[config.mk]
export PLATFORM = sky130hd
export DESIGN_NAME = adc_responder_flat
export DESIGN_NICKNAME = d
export VERILOG_FILES = /design/src/rtl/adc_responder_if.sv /design/src/rtl/adc_responder.sv /design/src/flat_wrapper.sv
export SDC_FILE = /design/constraint.sdc
export NUM_CORES = 1
export LEC_CHECK = 0
export CAP_MARGIN = 20
export CELL_PAD_IN_SITES_DETAIL_PLACEMENT = 1
export CELL_PAD_IN_SITES_GLOBAL_PLACEMENT = 1
export CORE_MARGIN = 4
export CORE_UTILIZATION = 43
export CTS_BUF_LIST = sky130_fd_sc_hd__clkbuf_4 sky130_fd_sc_hd__clkbuf_8
export CTS_CLUSTER_DIAMETER = 150
export DETAILED_ROUTE_END_ITERATION = 12
export HOLD_SLACK_MARGIN = 0.12
export PLACE_DENSITY = 0.81
export SLEW_MARGIN = 20
export SYNTH_ARGS = -nofsm -noshare
export SYNTH_HDL_FRONTEND = slang
export SYNTH_SLANG_ARGS = --single-unit
[constraint.sdc]
create_clock -name sclk -period 2.6 [get_ports sclk]
set_input_delay 0.65 -clock sclk [delete_from_list [all_inputs] [get_ports sclk]]
set_output_delay 0.65 -clock sclk [all_outputs]
set_load 0.03 [all_outputs]
[src/rtl/adc_responder_if.sv]
// SPI bus between an ADC master and the responder; the slave modport is the ADC side.
interface adc_responder_if;
  logic ncs;
  logic mosi;
  logic miso;
  logic miso_oe;

  modport master (output ncs, output mosi, input miso, input miso_oe);
  modport slave  (input ncs, input mosi, output miso, output miso_oe);
endinterface

[src/rtl/adc_responder.sv]
// MCP3002-style 2-channel ADC responder: decodes the command on posedge sclk,
// shifts the latched result out on negedge sclk (null bit, MSB-first, optional LSB-first tail).
module adc_responder #(
  parameter int WIDTH     = 10,
  parameter int CNT_WIDTH = 8
) (
  input  logic                 sclk,
  input  logic                 reset,
  adc_responder_if.slave       spi,
  input  logic [WIDTH-1:0]     sample0,
  input  logic [WIDTH-1:0]     sample1,
  output logic                 busy,
  output logic                 cmd_sgl,
  output logic                 cmd_odd,
  output logic                 cmd_msbf,
  output logic                 frame_done,
  output logic [CNT_WIDTH-1:0] frame_count
);

  localparam int BW = $clog2(WIDTH);
  localparam logic [BW-1:0] LAST = BW'(WIDTH - 1);

  typedef enum logic [2:0] {
    S_IDLE,
    S_WAIT_START,
    S_CMD,
    S_NULL,
    S_DATA,
    S_LSB,
    S_TAIL
  } state_t;

  state_t               state_q;
  logic [BW-1:0]        bit_q;
  logic [WIDTH-1:0]     data_q;
  logic                 busy_q;
  logic                 sgl_q;
  logic                 odd_q;
  logic                 msbf_q;
  logic                 frame_done_q;
  logic [CNT_WIDTH-1:0] frame_count_q;
  logic                 miso_q;
  logic                 drive_en_q;

  logic [WIDTH:0]       diff01_d;
  logic [WIDTH:0]       diff10_d;
  logic [WIDTH-1:0]     result_d;

  // Differential modes subtract at WIDTH+1 bits so a borrow clamps to zero instead of wrapping.
  always_comb begin
    diff01_d = {1'b0, sample0} - {1'b0, sample1};
    diff10_d = {1'b0, sample1} - {1'b0, sample0};
    result_d = sample0;
    case ({sgl_q, odd_q})
      2'b10:   result_d = sample0;
      2'b11:   result_d = sample1;
      2'b00:   result_d = diff01_d[WIDTH] ? '0 : diff01_d[WIDTH-1:0];
      default: result_d = diff10_d[WIDTH] ? '0 : diff10_d[WIDTH-1:0];
    endcase
  end

  always_ff @(posedge sclk or posedge reset) begin
    if (reset) begin
      state_q       <= S_IDLE;
      bit_q         <= '0;
      data_q        <= '0;
      busy_q        <= 1'b0;
      sgl_q         <= 1'b0;
      odd_q         <= 1'b0;
      msbf_q        <= 1'b0;
      frame_done_q  <= 1'b0;
      frame_count_q <= '0;
    end else begin
      frame_done_q <= 1'b0;
      if (spi.ncs) begin
        state_q <= S_IDLE;
        busy_q  <= 1'b0;
      end else begin
        case (state_q)
          S_IDLE: state_q <= S_WAIT_START;
          S_WAIT_START: begin
            if (spi.mosi) begin
              state_q <= S_CMD;
              busy_q  <= 1'b1;
              bit_q   <= '0;
            end
          end
          S_CMD: begin
            bit_q <= bit_q + 1'b1;
            if (bit_q == BW'(0)) begin
              sgl_q <= spi.mosi;
            end else if (bit_q == BW'(1)) begin
              odd_q <= spi.mosi;
            end else begin
              msbf_q  <= spi.mosi;
              data_q  <= result_d;
              state_q <= S_NULL;
            end
          end
          S_NULL: begin
            state_q <= S_DATA;
            bit_q   <= LAST;
          end
          S_DATA: begin
            if (bit_q == '0) begin
              frame_done_q  <= 1'b1;
              frame_count_q <= frame_count_q + 1'b1;
              state_q       <= msbf_q ? S_TAIL : S_LSB;
              bit_q         <= BW'(1);
            end else begin
              bit_q <= bit_q - 1'b1;
            end
          end
          S_LSB: begin
            if (bit_q == LAST) begin
              state_q <= S_TAIL;
            end else begin
              bit_q <= bit_q + 1'b1;
            end
          end
          S_TAIL: state_q <= S_TAIL;
          default: state_q <= S_IDLE;
        endcase
      end
    end
  end

  // Launch side: follows the state settled by the preceding rising edge.
  always_ff @(negedge sclk or posedge reset) begin
    if (reset) begin
      miso_q     <= 1'b0;
      drive_en_q <= 1'b0;
    end else begin
      case (state_q)
        S_NULL, S_TAIL: begin
          miso_q     <= 1'b0;
          drive_en_q <= 1'b1;
        end
        S_DATA, S_LSB: begin
          miso_q     <= data_q[bit_q];
          drive_en_q <= 1'b1;
        end
        default: begin
          miso_q     <= 1'b0;
          drive_en_q <= 1'b0;
        end
      endcase
    end
  end

  assign spi.miso    = miso_q;
  assign spi.miso_oe = drive_en_q & ~spi.ncs;
  assign busy        = busy_q;
  assign cmd_sgl     = sgl_q;
  assign cmd_odd     = odd_q;
  assign cmd_msbf    = msbf_q;
  assign frame_done  = frame_done_q;
  assign frame_count = frame_count_q;

endmodule

[src/flat_wrapper.sv]
// flat-port wrapper written by rule: the top's interface ports become plain ports
module adc_responder_flat 
#(
  parameter int WIDTH     = 10,
  parameter int CNT_WIDTH = 8
)
  (sclk, reset, sample0, sample1, busy, cmd_sgl, cmd_odd, cmd_msbf, frame_done, frame_count, spi_ncs, spi_mosi, spi_miso, spi_miso_oe);
  adc_responder_if spi_i ();
  input  logic sclk;
  input  logic reset;
  input  logic [WIDTH-1:0] sample0;
  input  logic [WIDTH-1:0] sample1;
  output logic busy;
  output logic cmd_sgl;
  output logic cmd_odd;
  output logic cmd_msbf;
  output logic frame_done;
  output logic [CNT_WIDTH-1:0] frame_count;
  input wire logic [$bits(spi_i.ncs)-1:0] spi_ncs;
  input wire logic [$bits(spi_i.mosi)-1:0] spi_mosi;
  output wire logic [$bits(spi_i.miso)-1:0] spi_miso;
  output wire logic [$bits(spi_i.miso_oe)-1:0] spi_miso_oe;
  assign spi_i.ncs = spi_ncs;
  assign spi_i.mosi = spi_mosi;
  assign spi_miso = spi_i.miso;
  assign spi_miso_oe = spi_i.miso_oe;
  adc_responder #(.WIDTH(WIDTH), .CNT_WIDTH(CNT_WIDTH)) u_core (.sclk(sclk), .reset(reset), .spi(spi_i), .sample0(sample0), .sample1(sample1), .busy(busy), .cmd_sgl(cmd_sgl), .cmd_odd(cmd_odd), .cmd_msbf(cmd_msbf), .frame_done(frame_done), .frame_count(frame_count));
endmodule
==> run metrics <==
Via density 6.37; highest metal used met4; crit end category output port; core box area 0.00676 sq mm; CTS tree yes; Post-Syn Area 0.00298 sq mm; Synth async-reset ratio 100%; CP cell instances nor2b_4, buf_6; initial DRC count 300; layout cells sized above 1 37.0%; met3 WL 884 um; Slew Limit Fails 0; DRC 0; Port Buffers 38; worst-skew pair later-pin latency 300 ps; io pins 39; Routed Antenna Nets 0; fin worst setup slack -296 ps; violated checks setup timing; Final #Nets 534; P&R area growth vs syn 50.8%; Tightest Pin Transition 492 ps; clock buffer count from CTS 5; Final Wtd Congestion 0.898; CP Launch Point u_core.drive_en_q; initial antenna violation count 0; Critical Path Sink spi_miso_oe; vias in the first global route 3745; routed length on met2 7580 um; RSZ-0062 raised after global routing true; CTS sink cnt 32; pwr dens 737 mW/mm^2; Post-Place Cell Area 0.00389 sq mm; EDFF count, synth 0; DRT Wirelength 14600 um; H-tree Lvls 2; ys flop type dfrtp_1; GRT Util Overall 30.1%; maximum clock path buffer count 2; Distinct cells, synth 60; ANT cells 0; P_leak 2.09 nW; dpl hpwl 7670 um; status finished with violations; Final Total Pwr 3.31 mW; CP arrival 2250 ps; Fillers 773; DIE HEIGHT 91.3 um; Syn Area/Cell 8.28 sq um; row cnt 30; drt wl/cell 25.8 um; Yosys warning total 0; critical path fanouts, max 1; routed vias 3594; Multi-input gate area 0.00221 sq mm; grt ovf 0; number of max-cap violations 0; setup_tns -1110 ps; die width 91.3 um; met1 wire length 5190 um; Cells after Synth 360; die area 0.00833 sq mm; R2R Setup Slk -280 ps; largest net degree at the start of global routing 22; part of the Yosys area used for sequential elements 26.9%; Crit Path Class reg2out; first drt pass iteration count 5; Post-Route Skew 11.7 ps; Initial Utilization 44.1%; number of synthesized register bits 32; VDD IR max 0.242 mV; root buffer cell clkbuf_8; Worst Hold Class reg2reg; Hold Vio Cnt, Final 0; hold slack 474 ps; Reg area 801 sq um; reg2reg end u_core.spi.miso; Reg clk slew, reported paths 70 ps; endpoints failing setup 8; first-pass GRT wire length 19700 um; CP startpoint kind register; Post-Syn Nets 411; Largest stage delay, worst path 390 ps; Finished Cell Area 0.00450 sq mm; Worst path slowest cell dfrtn_1; Reg-to-Reg Start u_core.bit_q[0]; WP data required 1950 ps; Slew HR 67.1%; reg2reg path depth 6
## per-layer routing
layer / up-vias / track usage (%)
met2: 230 / 56.2
li1: 1511 / -
met5: - / 0
met4: 0 / 14.8
met3: 82 / 5.22
met1: 1771 / 32.2
## per-stage QoR
stage	std cells	util, %	worst slack [ps]
global route	564	66.5	-377
global placement	528	57.6	-533
finish	564	66.5	-296
detailed placement	528	57.6	-678
CTS	556	62.9	-304
floorplan	360	-	-240
## worst min path at each step
stage,from,end,slack (ps),cells past startpoint
3_3_place_gp,u_core.frame_count[7],u_core.frame_count[7],460,1
6_report,u_core.frame_count[7],u_core.frame_count[7],470,1
5_1_grt,u_core.frame_count[7],u_core.frame_count[7],510,1
3_5_place_dp,u_core.frame_count[7],u_core.frame_count[7],470,1
4_1_cts,u_core.frame_count[7],u_core.frame_count[7],480,1
2_1_floorplan,u_core.data_q[4],u_core.data_q[4],450,2
## cells in the final DEF (no fill, tap or decap), types with 3 or more instances in the layout
cell type        instances
nand3_1                  7
nor2_1                  34
o21ai_2                  3
clkdlybuf4s50_1         18
dfrtp_1                 30
dlygate4sd2_1            5
ha_4                    10
a21oi_2                  6
mux2i_1                  5
clkbuf_8                 6
buf_4                  100
a21oi_1                 23
or3_1                    3
o21a_1                   7
o22ai_1                  3
a21o_1                   4
buf_6                    3
ha_2                     3
a221oi_2                 4
dlymetal6s2s_1          10
o21ai_1                  8
inv_1                   22
xnor2_1                 16
o31a_1                   4
xor2_1                   3
nor2b_1                  4
a31oi_1                  6
nor3_1                   5
inv_2                   10
mux2_2                   3
ha_1                    12
o21ai_0                 17
nand2_1                 30
## cell families after synthesis
group	Yosys count	share of synthesized area (%)
xor+xnor	19	5.58
buf+inv	55	7.93
compound gates	114	25.9
flops	32	26.9
fa+ha+maj	27	11.8
mux	10	4.32
simple gates	103	17.5
## worst max-delay path: cells and delay by family (launching register included)
family | cells | cell delay [ps]
flops | 1 | 390
simple gates | 1 | 130
buf+inv | 1 | 130
## report_power, final
part           internal (mW)  switching (mW)  leakage, nW
logic                  0.851            1.20         1.63
clock network          0.226           0.228       0.0479
registers              0.650           0.156        0.409
total                   1.73            1.59         2.09
## state kept, by name (all words and copies together), names as in the netlist
name                count
u_core.bit_q            4
u_core.drive_en_q       1
u_core.cmd_odd          1
u_core.spi.miso         1
u_core.cmd_sgl          1
u_core.busy             1
u_core.frame_done       1
u_core.cmd_msbf         1
u_core.data_q          10
u_core.state_q          3
u_core.frame_count      8
## cell usage after synthesis (3+ instances only)
cell type | instances | area share (%)
nor2b_1 | 7 | 1.5
xnor2_1 | 16 | 4.7
a211oi_1 | 3 | 0.76
buf_2 | 8 | 1.3
nor3_1 | 5 | 0.84
xor2_1 | 3 | 0.88
dfrtp_1 | 30 | 25
inv_1 | 31 | 3.9
o21ai_1 | 4 | 0.67
a221oi_1 | 5 | 1.5
o21a_1 | 7 | 1.8
nor2_1 | 34 | 4.3
a21oi_1 | 29 | 4.9
clkbuf_1 | 9 | 1.1
nand3_1 | 7 | 1.2
a22oi_1 | 3 | 0.76
o31a_1 | 4 | 1.2
or3_1 | 3 | 0.63
o21ai_0 | 23 | 3.9
a31oi_1 | 7 | 1.5
nand2_1 | 31 | 3.9
ha_1 | 25 | 10
mux2i_1 | 5 | 1.7
a21o_1 | 4 | 1.0
o22ai_1 | 3 | 0.63
mux2_2 | 3 | 1.1
and3_1 | 4 | 0.84
## final cells by class
class | instances | area share [%]
inverter | 33 | 2.81
tap | 80 | 2.23
sequential | 32 | 17.8
clock buffer | 7 | 2.00
timing repair buffer | 138 | 25.8
multi-input combinational | 273 | 49.2
clock inverter | 1 | 0.167
## what timing repair did
| action | in CTS | in global routing |
|---|---|---|
| gates resized for setup | 39 | 51 |
| buffers inserted | 20 | 9 |
| pin swaps | 16 | 21 |
| endpoints found under the setup margin | 13 | 16 |
| hold buffers | 0 | 0 |
Power figures use the tool's default switching activity.
